File: src/rtl/maze_pkg.sv
// -----------------------------------------------------------------------------
// maze_pkg
// Shared definitions for the maze move-legality logic:
//   - maze memory cell codes
//   - controller FSM state encoding
//   - bit positions inside the one-hot move direction {down,up,right,left}
//   - idx_width(): width of an encoded index over n items (at least 1 bit)
// -----------------------------------------------------------------------------
package maze_pkg;

  localparam int CELL_OCCUPIED  = 0;
  localparam int CELL_AVAILABLE = 1;
  localparam int CELL_START     = 2;
  localparam int CELL_END       = 3;

  localparam int DIR_LEFT  = 0;
  localparam int DIR_RIGHT = 1;
  localparam int DIR_UP    = 2;
  localparam int DIR_DOWN  = 3;

  typedef enum logic [2:0] {
    ST_IDLE,
    ST_CHECK,
    ST_MEM_WAIT,
    ST_DECIDE,
    ST_ACCEPT,
    ST_REJECT,
    ST_WON,
    ST_GAME_OVER
  } state_e;

  function automatic int idx_width(input int n);
    return (n > 1) ? $clog2(n) : 1;
  endfunction

endpackage

File: src/rtl/tile_match.sv
// -----------------------------------------------------------------------------
// tile_match
// Finds the lowest-index unconsumed tile whose coordinate equals (x, y).
// Purely combinational.
// Ports:
//   xy_list  : N packed {y,x} coordinates, tile i at bits [i*2*COORD_W +: 2*COORD_W]
//   consumed : per-tile consumed mask; consumed tiles never match
//   x, y     : coordinate under test
//   hit      : some unconsumed tile matches
//   onehot   : one-hot of the winning tile (all zero when no hit)
//   idx      : encoded index of the winning tile (zero when no hit)
// -----------------------------------------------------------------------------
module tile_match
  import maze_pkg::*;
#(
  parameter  int N       = 4,
  parameter  int COORD_W = 5,
  localparam int IDX_W   = idx_width(N)
) (
  input  logic [N*2*COORD_W-1:0] xy_list,
  input  logic [N-1:0]           consumed,
  input  logic [COORD_W-1:0]     x,
  input  logic [COORD_W-1:0]     y,
  output logic                   hit,
  output logic [N-1:0]           onehot,
  output logic [IDX_W-1:0]       idx
);

  always_comb begin
    // NOTE: every output gets a default before the loop, so no path leaves a
    // value unassigned and no latch is inferred.
    hit    = 1'b0;
    onehot = '0;
    idx    = '0;
    // Ascending scan; the !hit guard makes the lowest index win.
    for (int i = 0; i < N; i++) begin
      if (!hit && !consumed[i] &&
          xy_list[i*2*COORD_W +: COORD_W] == x &&
          xy_list[i*2*COORD_W + COORD_W +: COORD_W] == y) begin
        hit       = 1'b1;
        onehot[i] = 1'b1;
        idx       = IDX_W'(i);
      end
    end
  end

endmodule

File: config.mk
export PLATFORM = sky130hd
export DESIGN_NAME = tile_match
export DESIGN_NICKNAME = d
export VERILOG_FILES = /design/src/rtl/maze_pkg.sv /design/src/rtl/tile_match.sv
export SDC_FILE = /design/constraint.sdc
export NUM_CORES = 1
export LEC_CHECK = 0
export CAP_MARGIN = 40
export CORE_MARGIN = 1.5
export CORE_UTILIZATION = 28
export DETAILED_ROUTE_END_ITERATION = 12
export PLACE_DENSITY = 0.85
export REMOVE_ABC_BUFFERS = 1
export SYNTH_ARGS = -nofsm -noshare
export SYNTH_HDL_FRONTEND = slang
export SYNTH_SLANG_ARGS = --single-unit
File: constraint.sdc
create_clock -name vclk -period 1.5
set_input_delay 0.15 -clock vclk [all_inputs]
set_output_delay 0.15 -clock vclk [all_outputs]
set_load 0.1 [all_outputs]
==> insert_results.sql <==
INSERT INTO impl_metrics (metric_group, metric, value, unit) VALUES
('routing', 'detail_route.iter0.violations', '8', ''),
('flow_run', 'max_cap_violations', '0', ''),
('placement', 'place.gp.congestion', '0.763', ''),
('cells_and_area', 'area_growth', '194', '%'),
('timing', 'final_critical_path_setup_slack', '-0.313', 'ns'),
('timing', 'final.hold.worst_slack', '0.896', 'ns'),
('worst_setup_path', 'cp_slowest_cell', 'or4_4', ''),
('routing', 'vias', '799', ''),
('pwr', 'vdd.ir_drop.worst', '134', 'µV'),
('timing', 'timing.final.crit_share', '1.21', ''),
('worst_setup_path', 'critPathLaunchType', 'input pin', ''),
('timing', 'timing.final.max_slew_violations', '0', ''),
('worst_setup_path', 'cp.arrival', '1.66', 'ns'),
('routing', 'drt-pass1-iter-count', '4', ''),
('floorplan', 'ioPinCount', '61', ''),
('grt', 'number_of_antenna_violations_at_the_first_check_in_global_routing', '0', ''),
('hold_path', 'hp-class', 'in2out', ''),
('timing', 'final-hold-violation-count', '0', ''),
('run_status', 'outcome', 'finished, violations left', ''),
('pwr', 'p_per_area', '216', 'mW/mm²'),
('grt', 'grt_pass1_wl', '4020', 'µm'),
('routing', 'wire_per_inst', '16.9', 'µm'),
('grt', 'grt_max_degree', '6', ''),
('routing', 'antenna_violating_nets_post_route', '0', ''),
('timing', 'max_clock_freq', '552', 'MHz'),
('floorplan', 'start_util', '0.295', ''),
('worst_setup_path', 'crit_path_max_incr_delay', '0.54', 'ns'),
('timing', 'worst-slew-pin-transition', '0.336', 'ns'),
('floorplan', 'std_cell_rows', '15', ''),
('logic_synthesis', 'synth_area_per_cell', '7.88', 'µm²'),
('logic_synthesis', 'synth_seq_area_share', '0', ''),
('timing', 'number_of_failing_setup_endpoints_in_the_final_timing_report', '7', ''),
('placement', 'buffer_ports.inserted', '61', ''),
('floorplan', 'die_h', '45.4', 'µm'),
('floorplan', 'fp.dieArea', '0.00206', 'mm²'),
('routing', 'post_drt_via_cell_ratio', '4.78', ''),
('timing', 'maxSlewHeadroom', '0.775', ''),
('logic_synthesis', 'synth_cell_types', '14', ''),
('pwr', 'cellLeakagePower', '0.682', 'nW'),
('placement', 'dp.final_hpwl', '1820', 'µm'),
('run_status', 'violations', 'negative setup slack', ''),
('floorplan', 'design.core.area', '0.00171', 'mm²'),
('cells_and_area', 'design.final.nets', '198', ''),
('timing', 'finalWorstPathRequiredPeriod', '1.81', 'ns'),
('cells_and_area', 'design.seq.count', '0', ''),
('cells_and_area', 'clock_buffers', '0', ''),
('logic_synthesis', 'yosysWarnings', '0', ''),
('worst_setup_path', 'path_max_fanout', '4', ''),
('cells_and_area', 'drive_gt1_frac', '0.444', ''),
('worst_setup_path', 'critPathRequiredTime', '1.35', 'ns'),
('logic_synthesis', 'syn_area', '504', 'µm²'),
('worst_setup_path', 'cp-end-kind', 'primary output', ''),
('worst_setup_path', 'path_cells', 'buf_8, xor2_2, or4_4, nor3_4, nand2b_4, nand3b_1, buf_12', ''),
('worst_setup_path', 'crit_family', 'simple AND/OR/NAND/NOR gates', ''),
('placement', 'dp_slack', '-0.711', 'ns'),
('cells_and_area', 'seq_area', '0', 'µm²'),
('routing', 'totalWireLength', '2810', 'µm'),
('worst_setup_path', 'crit_buf_inv', '2', ''),
('floorplan', 'fp.dieW', '45.4', 'µm'),
('grt', 'grt_util_all_layers', '0.278', ''),
('routing', 'post-route-drc-count', '0', ''),
('worst_setup_path', 'path_class', 'in2out', ''),
('grt', 'globalRouteOverflowTotal', '0', ''),
('logic_synthesis', 'synthesis.instances', '64', ''),
('placement', 'place_inst', '163', ''),
('timing', 'fin_tns_setup', '-1.73', 'ns'),
('timing', 'rsz_0062_raised_after_global_routing', 'true', ''),
('grt', 'first_global_vias', '850', ''),
('cells_and_area', 'nFillCells', '78', ''),
('cells_and_area', 'final_cell_count_no_fill', '167', ''),
('cells_and_area', 'insertedDiodeCount', '0', '');
==> area by class of cell <==
cell class	instances	area (µm²)	area share
repair buffers	78	763	0.516
multi-input cells	64	686	0.463
well taps	25	31.3	0.0211
==> synth_stat cells <==
| library cell | instances | area, µm² |
|---|---|---|
| a21oi_1 | 2 | 10.0 |
| nand2b_1 | 1 | 6.26 |
| nand2b_2 | 1 | 8.76 |
| nand3_1 | 4 | 20.0 |
| nand3b_1 | 1 | 7.51 |
| nand4_1 | 1 | 6.26 |
| nor2_1 | 2 | 7.51 |
| nor3_1 | 3 | 15.0 |
| nor3_4 | 1 | 16.3 |
| nor3b_1 | 1 | 7.51 |
| nor4_1 | 6 | 37.5 |
| or4_4 | 1 | 11.3 |
| xnor2_1 | 7 | 61.3 |
| xor2_1 | 33 | 289 |
==> cells by family after synthesis <==
family	count (synthesis)	share of synthesized area
and+or+nand+nor	22	0.285
AOI/OAI and AO/OA	2	0.0199
xor gates and xnor gates	40	0.695
==> cell usage in the layout (no fill, tap or decap), types with 4 or more instances in the layout <==
cell type and instances:
clkdlybuf4s15_1 6, nand3_2 4, nor4_2 5, xnor2_2 4, buf_12 7, xor2_1 29, clkdlybuf4s50_1 4, buf_4 7
xor2_2 4, buf_2 9, buf_6 10, dlygate4sd2_1 32
==> final timing paths <==
path,from,depth (start not counted),end,slack [ns]
setup / recovery,y[4],7,hit,-0.31
hold / removal,consumed[3],5,onehot[3],0.90
==> layer usage <==
layer / wire [µm] / track usage / up-vias / share of wire
met4: 104 / 0.0471 / 0 / 0.037
met2: 1660 / 0.623 / 47 / 0.59
met3: 155 / 0.0198 / 12 / 0.055
met1: 894 / 0.257 / 364 / 0.32
li1: - / - / 376 / -
met5: 0 / 0 / - / 0
==> where the power goes <==
group / switching, mW / internal [mW] / total (mW)
registers: 0 / 0 / 0
clock network: 0 / 0 / 0
logic: 0.144 / 0.175 / 0.319
==> repair_timing <==
| item | 4_1_cts | 5_1_grt |
|---|---|---|
| endpoints found under the setup margin | 7 | 7 |
| pin swaps | 36 | 10 |
| hold buffers | 0 | 0 |
| buffers inserted | 5 | 1 |
| resized for setup | 117 | 12 |
==> stage by stage <==
stage               cell area [µm²]  power (mW)  utilization
CTS                            1440       0.292        0.842
global placement               1310       0.288        0.769
detailed placement             1310       0.296        0.769
global route                   1480       0.339        0.867
finish                         1480       0.319        0.867
floorplan                       504      0.0893            -
Power figures use the tool's default switching activity.
